==> src/rtl/load_store_unit.sv <==
// RV64 load/store unit: sequences byte/half/word/double accesses onto a doubleword memory port,
// doing read-modify-write for sub-doubleword stores. Define LSU_MISALIGN_TRAP_EN to trap misaligned
// accesses; otherwise they are aligned down and complete normally.

module load_store_unit #(
    parameter int unsigned MEM_LAT = 1
) (
    input  logic        clk,
    input  logic        reset,
    input  logic        req_valid,
    output logic        req_ready,
    input  logic        is_store,
    input  logic [2:0]  funct3,
    input  logic [63:0] addr,
    input  logic [63:0] wdata,
    output logic        resp_valid,
    output logic [63:0] rdata,
    output logic        error,
    output logic        MemRead,
    output logic        MemWrite,
    output logic [63:0] mem_addr,
    output logic [63:0] mem_wdata,
    input  logic [63:0] mem_rdata
);

    typedef enum logic [2:0] {
        StIdle,
        StRd,
        StWait,
        StWr,
        StResp
    } state_e;

    localparam logic [2:0] LatLast = 3'(MEM_LAT - 1);

    state_e      state_q, state_d;
    logic [2:0]  cnt_q, cnt_d;

    // Captured request
    logic [2:0]  lane_q;
    logic [2:0]  funct3_q;
    logic        store_q;
    logic [63:0] wdata_q;

    // Registered outputs
    logic        req_ready_q, req_ready_d;
    logic        resp_valid_q, resp_valid_d;
    logic        error_q, error_d;
    logic        mem_read_q, mem_read_d;
    logic        mem_write_q, mem_write_d;
    logic [63:0] rdata_q, rdata_d;
    logic [63:0] mem_addr_q, mem_addr_d;
    logic [63:0] mem_wdata_q, mem_wdata_d;

    // Request decode, evaluated on the live inputs while idle
    logic [2:0]  req_off_mask;
    logic        req_illegal;
    logic        req_trap;
    logic        req_err;
    logic        req_full;
    logic [2:0]  req_lane;
    logic        accept;

    always_comb begin
        case (funct3[1:0])
            2'b00:   req_off_mask = 3'b000;
            2'b01:   req_off_mask = 3'b001;
            2'b10:   req_off_mask = 3'b011;
            default: req_off_mask = 3'b111;
        endcase
    end

    assign req_illegal = (funct3 == 3'b111) || (is_store && (funct3[2:1] == 2'b11));

`ifdef LSU_MISALIGN_TRAP_EN
    assign req_trap = |(addr[2:0] & req_off_mask);
`else
    assign req_trap = 1'b0;
`endif

    assign req_err  = req_illegal || req_trap;
    assign req_full = (funct3[1:0] == 2'b11);
    // Low offset bits below the access width are dropped (align down)
    assign req_lane = addr[2:0] & ~req_off_mask;
    assign accept   = req_valid && (state_q == StIdle);

    always_ff @(posedge clk or negedge reset) begin
        if (!reset) begin
            lane_q   <= 3'b000;
            funct3_q <= 3'b000;
            store_q  <= 1'b0;
            wdata_q  <= 64'd0;
        end else if (accept) begin
            lane_q   <= req_lane;
            funct3_q <= funct3;
            store_q  <= is_store;
            wdata_q  <= wdata;
        end
    end

    // State register
    always_ff @(posedge clk or negedge reset) begin
        if (!reset) begin
            state_q <= StIdle;
            cnt_q   <= 3'd0;
        end else begin
            state_q <= state_d;
            cnt_q   <= cnt_d;
        end
    end

    // Next-state logic
    always_comb begin
        state_d = state_q;
        cnt_d   = cnt_q;
        case (state_q)
            StIdle: begin
                if (req_valid) begin
                    if (req_err) begin
                        state_d = StResp;
                    end else if (is_store && req_full) begin
                        state_d = StWr;
                    end else begin
                        state_d = StRd;
                    end
                end
            end
            StRd: begin
                state_d = StWait;
                cnt_d   = LatLast;
            end
            StWait: begin
                if (cnt_q == 3'd0) begin
                    state_d = store_q ? StWr : StResp;
                end else begin
                    cnt_d = cnt_q - 3'd1;
                end
            end
            StWr:    state_d = StResp;
            StResp:  state_d = StIdle;
            default: state_d = StIdle;
        endcase
    end

    // Lane extraction and merge on the doubleword returned by memory
    logic [63:0] rd_shift;
    logic [63:0] load_ext;
    logic [63:0] byte_mask;
    logic [63:0] lane_mask;
    logic [63:0] merged;

    assign rd_shift = mem_rdata >> {lane_q, 3'b000};

    always_comb begin
        case (funct3_q)
            3'b000:  load_ext = {{56{rd_shift[7]}}, rd_shift[7:0]};
            3'b001:  load_ext = {{48{rd_shift[15]}}, rd_shift[15:0]};
            3'b010:  load_ext = {{32{rd_shift[31]}}, rd_shift[31:0]};
            3'b011:  load_ext = rd_shift;
            3'b100:  load_ext = {56'd0, rd_shift[7:0]};
            3'b101:  load_ext = {48'd0, rd_shift[15:0]};
            3'b110:  load_ext = {32'd0, rd_shift[31:0]};
            default: load_ext = 64'd0;
        endcase
    end

    always_comb begin
        case (funct3_q[1:0])
            2'b00:   byte_mask = 64'h0000_0000_0000_00ff;
            2'b01:   byte_mask = 64'h0000_0000_0000_ffff;
            2'b10:   byte_mask = 64'h0000_0000_ffff_ffff;
            default: byte_mask = 64'hffff_ffff_ffff_ffff;
        endcase
    end

    assign lane_mask = byte_mask << {lane_q, 3'b000};
    assign merged    = (mem_rdata & ~lane_mask) | ((wdata_q << {lane_q, 3'b000}) & lane_mask);

    // Output logic: next values of the registered outputs
    always_comb begin
        req_ready_d  = (state_d == StIdle);
        mem_read_d   = (state_d == StRd);
        mem_write_d  = (state_d == StWr);
        resp_valid_d = (state_d == StResp);
        // Only the error path jumps straight from idle to the response
        error_d      = (state_q == StIdle) && (state_d == StResp);
        rdata_d      = rdata_q;
        mem_addr_d   = mem_addr_q;
        mem_wdata_d  = mem_wdata_q;

        if (accept) begin
            mem_addr_d = {3'b000, addr[63:3]};
        end
        if ((state_q == StIdle) && (state_d == StWr)) begin
            mem_wdata_d = wdata;
        end
        if ((state_q == StWait) && (state_d == StWr)) begin
            mem_wdata_d = merged;
        end
        if (state_d == StResp) begin
            rdata_d = (state_q == StWait) ? load_ext : 64'd0;
        end
    end

    always_ff @(posedge clk or negedge reset) begin
        if (!reset) begin
            req_ready_q  <= 1'b1;
            resp_valid_q <= 1'b0;
            error_q      <= 1'b0;
            mem_read_q   <= 1'b0;
            mem_write_q  <= 1'b0;
            rdata_q      <= 64'd0;
            mem_addr_q   <= 64'd0;
            mem_wdata_q  <= 64'd0;
        end else begin
            req_ready_q  <= req_ready_d;
            resp_valid_q <= resp_valid_d;
            error_q      <= error_d;
            mem_read_q   <= mem_read_d;
            mem_write_q  <= mem_write_d;
            rdata_q      <= rdata_d;
            mem_addr_q   <= mem_addr_d;
            mem_wdata_q  <= mem_wdata_d;
        end
    end

    assign req_ready  = req_ready_q;
    assign resp_valid = resp_valid_q;
    assign error      = error_q;
    assign MemRead    = mem_read_q;
    assign MemWrite   = mem_write_q;
    assign rdata      = rdata_q;
    assign mem_addr   = mem_addr_q;
    assign mem_wdata  = mem_wdata_q;

endmodule

==> config.mk <==
export PLATFORM = sky130hd
export DESIGN_NAME = load_store_unit
export DESIGN_NICKNAME = d
export VERILOG_FILES = /design/src/rtl/load_store_unit.sv
export SDC_FILE = /design/constraint.sdc
export NUM_CORES = 1
export LEC_CHECK = 0
export ABC_AREA = 1
export CORE_MARGIN = 2
export CORE_UTILIZATION = 50
export DETAILED_ROUTE_END_ITERATION = 10
export GPL_TIMING_DRIVEN = 0
export PLACE_DENSITY = 0.78
export SLEW_MARGIN = 30
export SYNTH_ARGS = -nofsm -noshare
export SYNTH_HDL_FRONTEND = slang
export SYNTH_SLANG_ARGS = --single-unit
==> constraint.sdc <==
create_clock -name clk -period 3.2 [get_ports clk]
set_input_delay 0.32 -clock clk [delete_from_list [all_inputs] [get_ports clk]]
set_output_delay 0.32 -clock clk [all_outputs]
set_load 0.1 [all_outputs]
After elaboration in Yosys (flattened, before gate mapping)

Cells that the tools add are included.

Register bits: 271
Word-level logic and storage cells: 74
Bits of input ports: 199

Reduce and logical (&&, ||, !) cells: 16
Bitwise gates (word level): 6
Mux-type cells: 14
Add/subtract/negate cells: 1
Shift-type cells: 3
Equality and inequality tests: 20

Operators with widths:

| kind                                                                   | number |
|---|---|
| 64-bit case mux with 7 select lines                                    | 1 |
| 64-bit two-way mux                                                     | 3 |
| 64-bit case mux with 3 select lines                                    | 1 |
| 64-bit AND                                                             | 2 |
| 64-bit by 6-bit left shift with 64-bit output                          | 2 |
| 64-bit inverter                                                        | 1 |
| 64-bit bitwise OR                                                      | 1 |
| 64-bit by 6-bit right shift with 64-bit output                         | 1 |
| 3-bit by 2-bit equality test with 1-bit output (second input constant) | 5 |
| 3-bit equality test (second input constant)                            | 5 |
| 3-bit two-way mux                                                      | 5 |
| 3-bit logical NOT                                                      | 4 |
| 3-bit case mux with 4 select lines                                     | 1 |
| 3-bit by 1-bit equality test with 1-bit output (second input constant) | 3 |
| 3-bit case mux with 3 select lines                                     | 1 |
| 2-bit equality test (second input constant)                            | 4 |
| 1-bit logical AND                                                      | 6 |
| 3-bit case mux with 2 select lines                                     | 1 |
| 2-bit by 1-bit equality test with 1-bit output (second input constant) | 2 |
| 2-bit logical NOT                                                      | 2 |
| 2-bit nonzero test                                                     | 2 |
| 3-bit AND                                                              | 1 |
| 3-bit inverter                                                         | 1 |
| 3-bit by 1-bit subtractor with 3-bit output (second input constant)    | 1 |
| other kinds (4)                                                        | 4 |

Depth between registers and ports, before layout

Depth in word-level cells: 10
Gate-level depth with buffers: 13
Depth with buffers taken out: 11

Worst setup path after synthesis

OpenSTA, ideal clock, no wires.

Path type: register to register
Start: register cnt_q[0]
End: register rdata_q[54], in the netlist rdata[54]
Buffers on the path: 2
Setup slack: 1382 ps
Data arrival time: 1751 ps
Stages on the path, launching flop included: 13
Setup time: 68 ps
Cell sequence: dfrtp_1 > inv_1 > ha_1 > ha_1 > inv_1 > nor2_1 > nor2_1 > nor2_1 > o21ai_2 > buf_4 > buf_2 > nand2_1 > nand2_1

Longest elaborated chain between the ends: 4

RTL lines:

| element                            | line | source |
|---|---|---|
| start: declaration                 | 37   | `logic [2:0] cnt_q, cnt_d;` |
| start signal: assignment           | 108  | `cnt_q <= cnt_d;` |
| 3-bit logical NOT                  | 133  | `if (cnt_q == 3'd0) begin` |
| 3-bit two-way mux                  | 133  |  |
| 3-bit case mux with 4 select lines | 116  | `case (state_q)` |
| 3-bit equality test                | 200  | `if (state_d == StResp) begin` |
| end signal: assignment             | 221  | `rdata_q <= rdata_d;` |
| end: declaration                   | 51   | `logic [63:0] rdata_q, rdata_d;` |

Every way passes these cells.
A chain may end at the register's enable or synchronous reset.

Final worst setup path

Start: register cnt_q[1]
End: register rdata_q[21], in the netlist rdata[21]

Same word-level chain as after synthesis.

==> impl_metrics.toml <==
[placed_design]
dp_slack_ns = 0.445
io_buffers = 392
hpwl_um = 60200
gp_congestion = 1.07

[grt]
grt-ovfl-total = 0
track_usage_pct = 47.1
antenna_found_initial = 6
grt_pass1_wl_um = 115000
grt_max_degree = 79
grt_pass1_vias = 18900

[sta]
period_needed_ns = 2.67
maxSlewViolCount = 0
setup_slack_ns = 0.528
rsz0062_at_grt = "false"
setup_viol = 0
whs_ns = 0.261
finalHoldViolations = 0
relSlewSlack_pct = 30.1
post-route-period-util_pct = 83.5
clock_skew_ns = 0.0214
worst_slew_pin_slew_ns = 1.04
fmax_mhz = 374

[synth]
synth_top_area_share_pct = 43.5
synth.most_common_cell = "nand2_1"
synth_compound_area_share_pct = 13.2
synth_xor_area_share_pct = 0
muxShareOfSynthArea_pct = 0
synth.yosys.seq_area_share_pct = 43.6
ys.flop_type = "dfrtp_1"
syn_avg_cell_area_sq_um = 6.84
syn_area_sq_mm = 0.0155
synth_top_family_by_area = "simple AND/OR/NAND/NOR gates"
synth_fa_ha_area_share_pct = 0.161
synthSimpleGateAreaFrac_pct = 34.1
netlist_instances = 2272
yosysWarnings = 0
ys_top_cells_by_count = "1,005 x nand2_1, 270 x dfrtp_1, 247 x o21ai_0"
ys_seq_elements = 271
yosysUniqueCellTypes = 38
synth_largest_area_cell = "dfrtp_1"
synth_area_leaders = "dfrtp_1 43%, nand2_1 24%, o21ai_0 8.0%"
synth-edff-count = 0
synthArstFlopShare_pct = 100

[routing]
firstDrtPassIters = 6
first_iter_violations = 2291
drc = 0
ant_nets = 0
wirelength_um = 78300
num_vias = 18900
via_per_inst = 6.05
wl_per_cell_um = 25.1

[cts]
cts-buffers-inserted = 28
cts_htree_levels = 1
path_clk_slew_ns = 0.07
cts.sinks = 271
cts_hold_buf = 1
cts_tree = "built"
clockBufferDepth = 3
insertion_delay_ns = 0.59
clock-root-buffer = "clkbuf_16"
cts_resized = 0
cts_setup_buffers = 0

[worst_setup_path]
slowest_stage = "clkbuf_1"
worstPathCellList = "inv_1 -> ha_1 -> ha_1 -> inv_1 -> nor2_1 -> nor2_1 -> nor2_1 -> o21ai_2 -> clkbuf_1 -> nand2_1 -> nand2_1"
rr_worst_depth = 11
critical_path_required_ns = 3.70
crit_fanout = 10
crit-reg2reg-launch = "cnt_q[1]$_DFFE_PN0P_"
critPathArrivalTime_ns = 3.17
endpoint_kind = "flip-flop"
critPathLaunchType = "flip-flop"
crit_type = "flip-flop to flip-flop"
regToRegSetupSlack_ns = 0.53
cp_common_cell = "nor2_1"
slowest_delay_ns = 0.61
worstReg2RegEnd = "rdata[21]$_DFFE_PN0N_"

[die]
core_sq_mm = 0.0306
die_w_um = 180
num_io_pins = 396
dieArea_sq_mm = 0.0325
rows = 64
start_util_pct = 50.8
chipHeight_um = 180

[finish]
seq_area_sq_mm = 0.00678
area_delta_synth_final_pct = 35.3
drive_above_1_share_pct = 7.02
nets = 2901
multi_input_area_sq_mm = 0.00740
fill_cells = 2445

[job]
max_cap_viol_count = 0

[hold_path]
hold_class = "primary input to asynchronous set/reset pin"

[status]
status = "complete, no violations"
==> cell families after synthesis <==
kind of cell               Yosys count
buffers and inverters              305
DFF                                271
adders and majority gates            2
AOI/OAI and AO/OA                  382
other                                1
and+or+nand+nor                   1311
==> registers in the layout (all words and copies together) (netlist names) <==
| register | cells |
|---|---|
| mem_wdata | 64 |
| MemWrite | 1 |
| lane_q | 3 |
| state_q | 3 |
| resp_valid | 1 |
| error | 1 |
| cnt_q | 3 |
| MemRead | 1 |
| rdata | 64 |
| store_q | 1 |
| req_ready | 1 |
| wdata_q | 64 |
| funct3_q | 3 |
| mem_addr | 61 |
==> stage by stage <==
| stage | setup TNS, ns | cells | instance area [sq um] | utilization (%) |
|---|---|---|---|---|
| finish | 0 | 3122 | 21000 | 68.8 |
| global route | 0 | 3120 | 21000 | 68.8 |
| CTS | 0 | 3117 | 21100 | 68.8 |
| detailed placement | 0 | 3065 | 20000 | 65.5 |
| global placement | -2474.81 | 3062 | 20000 | 65.3 |
| floorplan | 0 | 2274 | 15600 | - |
==> cell type report <==
type	count	share of cell area [%]
diodes	5	0.0595
plain buffers	152	3.79
clock buffers	40	3.92
clock inverters	11	0.791
inverters	153	2.74
multi-input cells	1698	35.2
flip-flops and latches	271	32.2
well taps	396	2.35
repair buffers	396	18.9
==> layer usage <==
layer / wire (um) / global-route usage [%]
met5: 13 / 0
met4: 6840 / 32.9
met3: 8750 / 11.9
met2: 35700 / 77.0
met1: 27000 / 54.3
==> worst max path at each step <==
stage / from / end / slack, ns
final: cnt_q[1]$_DFFE_PN0P_ / rdata[21]$_DFFE_PN0N_ / 0.53
after global routing: cnt_q[1]$_DFFE_PN0P_ / rdata[21]$_DFFE_PN0N_ / 0.47
after CTS: req_ready$_DFF_PN1_ / req_ready / 0.60
after detailed placement: funct3[0] / mem_wdata[51]$_DFFE_PN0P_ / 0.45
after global placement: reset / mem_addr[11]$_DFFE_PN0P_ / -9.20
after floorplan: cnt_q[0]$_DFFE_PN0P_ / rdata[54]$_DFFE_PN0N_ / 1.38
==> critical path, delay by kind of cell, from the launching register on <==
family,cells,cell delay (ns)
simple gates,5,0.45
flops,1,0.41
fa+ha+maj,2,0.37
compound gates,1,0.54
buf+inv,3,0.78
==> layout by cell type, fill, tap and decap left out, types with 2 or more instances in the layout <==
master and count:
a21oi_1 47, a21oi_2 2, buf_1 9, buf_16 3
buf_2 86, buf_4 14, buf_6 10, bufinv_16 4
clkbuf_1 43, clkbuf_16 28, clkbuf_8 8, clkdlybuf4s50_1 384
clkinv_2 6, conb_1 3, dfrtp_1 270, diode_2 5
ha_1 2, inv_1 140, inv_2 12, nand2_1 1005
nand2_2 3, nand3_1 178, nand3_2 2, nand4_1 34
nor2_1 78, nor2_2 2, nor3_1 2, o211ai_1 45
o21ai_0 247, o21ai_1 32, o21bai_1 5
Power is not shown: default switching activity piles up to over one toggle a cycle in this logic, so the estimate is an artifact.
